<file path="config.mk">
export PLATFORM = sky130hd
export DESIGN_NAME = draw_sprite_anim
export DESIGN_NICKNAME = d
export VERILOG_FILES = /design/src/rtl/draw_sprite_anim.sv
export SDC_FILE = /design/constraint.sdc
export NUM_CORES = 1
export LEC_CHECK = 0
export BUFFER_PORTS_ARGS = -buffer_cell sky130_fd_sc_hd__buf_2
export CAP_MARGIN = 5
export CORE_MARGIN = 3
export CORE_UTILIZATION = 35
export DETAILED_ROUTE_END_ITERATION = 10
export GPL_ROUTABILITY_DRIVEN = 0
export SLEW_MARGIN = 20
export SYNTH_ARGS = -nofsm -noshare
export SYNTH_HDL_FRONTEND = slang
export SYNTH_SLANG_ARGS = --single-unit
</file>
<file path="constraint.sdc">
create_clock -name clk -period 14.4 [get_ports clk]
set_clock_uncertainty 0.2 [all_clocks]
set_input_delay 2.16 -clock clk [delete_from_list [all_inputs] [get_ports clk]]
set_output_delay 2.16 -clock clk [all_outputs]
set_load 0.05 [all_outputs]
</file>
<file path="src/rtl/draw_sprite_anim.sv">
// Animated sprite overlay for the VGA draw chain; drives an external
// sprite ROM at {frame, y, x} and muxes its pixels into the bus.
`ifndef VGA_BUS_SIZE
`define VGA_BUS_SIZE 36
`endif

module draw_sprite_anim #(
   parameter int SPRITE_W    = 48,
   parameter int SPRITE_H    = 64,
   parameter int X_BITS      = 6,
   parameter int Y_BITS      = 6,
   parameter int FRAME_BITS  = 2,
   parameter int N_FRAMES    = 4,
   parameter int FRAME_TICKS = 8,
   parameter int SCALE_LOG2  = 0,
   parameter int ROM_LATENCY = 1,
   parameter logic [11:0] TRANSPARENT = 12'hFFF
) (
   input  logic clk,
   input  logic rst,
   input  logic module_en,
   input  logic mirror_x,
   input  logic mirror_y,
   input  logic anim_en,
   input  logic anim_loop,
   input  logic anim_restart,
   input  logic [9:0] xpos,
   input  logic [9:0] ypos,
   input  logic [11:0] rgb_pixel,
   input  logic [`VGA_BUS_SIZE-1:0] vga_bus_in,
   output logic [`VGA_BUS_SIZE-1:0] vga_bus_out,
   output logic [FRAME_BITS+Y_BITS+X_BITS-1:0] pixel_addr,
   output logic [FRAME_BITS-1:0] frame_idx,
   output logic anim_done
);

   localparam int BUS_W  = `VGA_BUS_SIZE;
   localparam int TICK_W = $clog2(FRAME_TICKS + 1);
   localparam logic [11:0] SPAN_W = 12'(SPRITE_W << SCALE_LOG2);
   localparam logic [11:0] SPAN_H = 12'(SPRITE_H << SCALE_LOG2);
   localparam logic [X_BITS-1:0] X_MAX = X_BITS'(SPRITE_W - 1);
   localparam logic [Y_BITS-1:0] Y_MAX = Y_BITS'(SPRITE_H - 1);
   localparam logic [TICK_W-1:0] TICK_LAST = TICK_W'(FRAME_TICKS - 1);
   localparam logic [FRAME_BITS-1:0] FRAME_LAST = FRAME_BITS'(N_FRAMES - 1);

   logic vs_prev, vs_tick;
   logic [9:0] xs, ys;
   logic mx_s, my_s, en_s;
   logic [TICK_W-1:0] tick;
   logic [11:0] h12, v12, dx, dy;
   logic [X_BITS-1:0] rel_x;
   logic [Y_BITS-1:0] rel_y;
   logic hit;
   logic [BUS_W:0] pipe [ROM_LATENCY+1];
   logic hit_d;
   logic [BUS_W-1:0] bus_d;

   assign vs_tick = vga_bus_in[24] & ~vs_prev;
   assign h12 = {1'b0, vga_bus_in[23:13]};
   assign v12 = {1'b0, vga_bus_in[35:25]};

   // Shadow copies keep the hit test stable across a whole video frame
   always_ff @(posedge clk or posedge rst) begin
      if (rst) begin
         vs_prev <= 1'b0;
         xs      <= '0;
         ys      <= '0;
         mx_s    <= 1'b0;
         my_s    <= 1'b0;
         en_s    <= 1'b0;
      end else begin
         vs_prev <= vga_bus_in[24];
         if (vs_tick) begin
            xs   <= xpos;
            ys   <= ypos;
            mx_s <= mirror_x;
            my_s <= mirror_y;
            en_s <= module_en;
         end
      end
   end

   always_comb begin
      dx  = h12 - {2'b00, xs};
      dy  = v12 - {2'b00, ys};
      hit = (h12 >= {2'b00, xs}) && (h12 < {2'b00, xs} + SPAN_W) &&
            (v12 >= {2'b00, ys}) && (v12 < {2'b00, ys} + SPAN_H);
      rel_x = X_BITS'(dx >> SCALE_LOG2);
      rel_y = Y_BITS'(dy >> SCALE_LOG2);
      if (mx_s) rel_x = X_MAX - rel_x;
      if (my_s) rel_y = Y_MAX - rel_y;
   end

   always_ff @(posedge clk or posedge rst) begin
      if (rst) pixel_addr <= '0;
      else if (hit) pixel_addr <= {frame_idx, rel_y, rel_x};
      else pixel_addr <= {frame_idx, {Y_BITS{1'b0}}, {X_BITS{1'b0}}};
   end

   // Bus and hit flag ride alongside the ROM read so rgb_pixel lines up
   always_ff @(posedge clk or posedge rst) begin
      if (rst) begin
         for (int i = 0; i <= ROM_LATENCY; i++) pipe[i] <= '0;
      end else begin
         pipe[0] <= {hit, vga_bus_in};
         for (int i = 1; i <= ROM_LATENCY; i++) pipe[i] <= pipe[i-1];
      end
   end

   assign hit_d = pipe[ROM_LATENCY][BUS_W];
   assign bus_d = pipe[ROM_LATENCY][BUS_W-1:0];

   always_ff @(posedge clk or posedge rst) begin
      if (rst) vga_bus_out <= '0;
      else if (hit_d && en_s && rgb_pixel != TRANSPARENT)
         vga_bus_out <= {bus_d[BUS_W-1:12], rgb_pixel};
      else vga_bus_out <= bus_d;
   end

   always_ff @(posedge clk or posedge rst) begin
      if (rst) begin
         tick      <= '0;
         frame_idx <= '0;
         anim_done <= 1'b0;
      end else if (anim_restart) begin
         tick      <= '0;
         frame_idx <= '0;
         anim_done <= 1'b0;
      end else begin
         if (anim_loop) anim_done <= 1'b0;
         if (vs_tick && anim_en) begin
            if (tick == TICK_LAST) begin
               tick <= '0;
               if (frame_idx != FRAME_LAST) frame_idx <= frame_idx + 1'b1;
               else if (anim_loop) frame_idx <= '0;
               else anim_done <= 1'b1;
            end else begin
               tick <= tick + 1'b1;
            end
         end
      end
   end

endmodule

</file>
==> impl_metrics.json <==
{
  "multi_input_area_um2": 1880,
  "ys_seq_area_share_pct": 65.5,
  "crit_path_end_kind": "flip-flop",
  "cp.required_ps": 14450,
  "setup_viol": 0,
  "crit_type": "primary input to flip-flop",
  "p_total_mw": 1.09,
  "tightest_slew_ps": 1000,
  "clock_latency_ps": 420,
  "tritoncts": "yes",
  "synth.area.top_cells": "dfrtp_1 65%, ha_1 7.7%, mux2_2 3.1%",
  "cts_resized": 0,
  "cts_root_buffer": "clkbuf_16",
  "p_int_mw": 0.788,
  "async_flop_share_pct": 100,
  "wl_per_cell_um": 14.9,
  "core_area_um2": 16200,
  "ios": 129,
  "die_w_um": 136,
  "power_switching_mw": 0.302,
  "drcViolationCount": 0,
  "drv_slew": 0,
  "p_clk_share_pct": 40.9,
  "synthCells": 430,
  "synth_flop_cell": "dfrtp_1",
  "grt_pass1_vias": 3887,
  "hold_viol_final": 0,
  "yosys-top-cells-count": "154 x dfrtp_1, 36 x ha_1, 26 x inv_1",
  "die_height_um": 136,
  "combPwrFrac_pct": 15.6,
  "swShare_pct": 27.7,
  "vias_per_cell": 4.64,
  "syn_to_final_growth_pct": 25.0,
  "ff_latch_area_um2": 3850,
  "antenna_found_initial": 0,
  "firstDrtPassIters": 6,
  "worstHoldPathType": "flip-flop to flip-flop",
  "hold_buffers": 0,
  "std_cell_rows": 46,
  "cts.path.max_buffers": 2,
  "cp-start-kind": "primary input",
  "postLayoutCoreUtil_pct": 45.5,
  "worst_ir_drop_vdd_v": 0.0000919,
  "syn-num-nets": 544,
  "period_share_pct": 30.3,
  "vias": 3690,
  "grt_pass1_wl_um": 19600,
  "cts.clk_slew.worst_paths_ps": 60,
  "yosysTopAreaCell": "dfrtp_1",
  "antenna_cells": 0,
  "first_iter_violations": 126,
  "synth.most_common_cell": "dfrtp_1",
  "grt_max_degree": 84,
  "start_util_pct": 36.4,
  "slew_headroom_pct": 32.9,
  "period_needed_ps": 4360,
  "p_leak_nw": 3.49,
  "avgSynthCellArea_um2": 13.7,
  "dieArea_um2": 18400,
  "synth_area_um2": 5890,
  "final_cell_area_um2": 7360,
  "ys_types": 53,
  "seqPwrFrac_pct": 43.5,
  "portBuffers": 128,
  "crit_fanout": 13,
  "status": "finished clean",
  "cts-htree-levels": 4,
  "grt_usage_pct": 13.8,
  "synth.top_cell.area_share_pct": 65.5,
  "ys_ff_latch": 154,
  "post-cts-setup-buffers": 0,
  "cap_violations": 0,
  "yosysWarnings": 0,
  "fin_nets": 680,
  "synth_edf_count": 0,
  "rsz0062_at_grt": "no",
  "fmax_ghz": 0.229,
  "place_hpwl_um": 8740,
  "crit_arrival_ps": 4410,
  "cts_buffers": 17,
  "drt_wl_total_um": 11800,
  "gr-total-overflow": 0,
  "postPlaceCellArea_um2": 6760,
  "cts_sinks": 154,
  "fillCellCount": 1517,
  "layout-drive-gt1-share_pct": 33.9,
  "drtAntennaViolNets": 0,
  "power_density_nw_per_um2": 148,
  "tns_ps": 0
}
==> worst max-delay path, cell delays in order <==
cell and delay (ps):
buf_2 120, ha_1 320, and4_1 210, a2111oi_0 550
o21ai_1 180, a41oi_2 720, nor4b_1 140
==> power groups by stage <==
stage          clock network, mW  logic, mW  registers [mW]
6_report                   0.446      0.170           0.474
5_1_grt                    0.481      0.191           0.477
4_1_cts                    0.462      0.173           0.475
3_5_place_dp                   0      0.172           0.483
3_3_place_gp                   0      0.169           0.482
2_1_floorplan                  0      0.100           0.508
==> logic make-up (layout without fill, tap and decap cells) <==
logic type / count (synthesis) / after routing / synth area share, %
adder cells (fa/ha/maj): 38 / 38 / 8.33
buffers and inverters: 38 / 187 / 2.98
AND/OR/NAND/NOR: 93 / 93 / 9.18
AO/OA/AOI/OAI: 64 / 64 / 6.89
flip-flops: 154 / 154 / 65.5
multiplexers: 19 / 19 / 3.59
XOR/XNOR: 24 / 24 / 3.57
==> cell usage in the layout, fill, tap and decap left out, types with 3 or more instances in the layout <==
master,count
xor2_1,8
nor3_1,6
nor2b_1,3
buf_2,128
nand2b_1,3
a21o_1,3
o21ai_0,23
nand4_1,6
mux2_2,16
xnor2_1,16
nor2_1,12
inv_1,25
inv_6,3
nor3_2,9
inv_8,3
ha_1,36
dfrtp_1,154
a21oi_1,19
nand3_1,13
clkinvlp_4,4
nand2_1,23
clkbuf_16,17
==> flip-flops by register name, indices dropped and copies added, names as in the netlist <==
signal	cells
frame_idx	2
mx_s	1
xs	10
hit_d	1
my_s	1
pixel_addr	14
ys	10
tick	4
en_s	1
anim_done	1
bus_d	36
vga_bus_out	36
pipe	37
==> final cells by class <==
type                    instances  area share (%)
flip-flops and latches        154            52.4
multi-input cells             238            25.6
repair buffers                129            8.81
clock buffers                  19            6.02
well taps                     216            3.67
clock inverters                13            2.16
inverters                      26            1.39
==> routing by layer <==
metal / routed length, µm / GRT usage (%) / up-vias
met4: 176 / 4.98 / 0
li1: - / - / 1754
met3: 765 / 4.46 / 14
met2: 5580 / 22.0 / 105
met1: 5320 / 17.8 / 1817
met5: 0 / 0 / -
==> through the flow <==
stage               cells  hold slack, ps  setup WS, ps
global placement      763             132          9650
CTS                   795             148         10060
detailed placement    763             135          9630
floorplan             430             131          7890
finish                795             145         10040
global route          795             145          9780
==> final timing paths <==
path                       depth (start not counted)           start               to  slack [ps]
min reg2reg                                        0       bus_d[23]  vga_bus_out[23]         150
max reg2reg                                       10           xs[4]    pixel_addr[2]       11120
min in group asynchronous                          2             rst        bus_d[27]        1680
max in group asynchronous                          3             rst          tick[3]       10930
max                                                7  vga_bus_in[33]    pixel_addr[2]       10040
min                                                0       bus_d[23]  vga_bus_out[23]         150
Note: power is estimated with default switching activity, not from simulation.
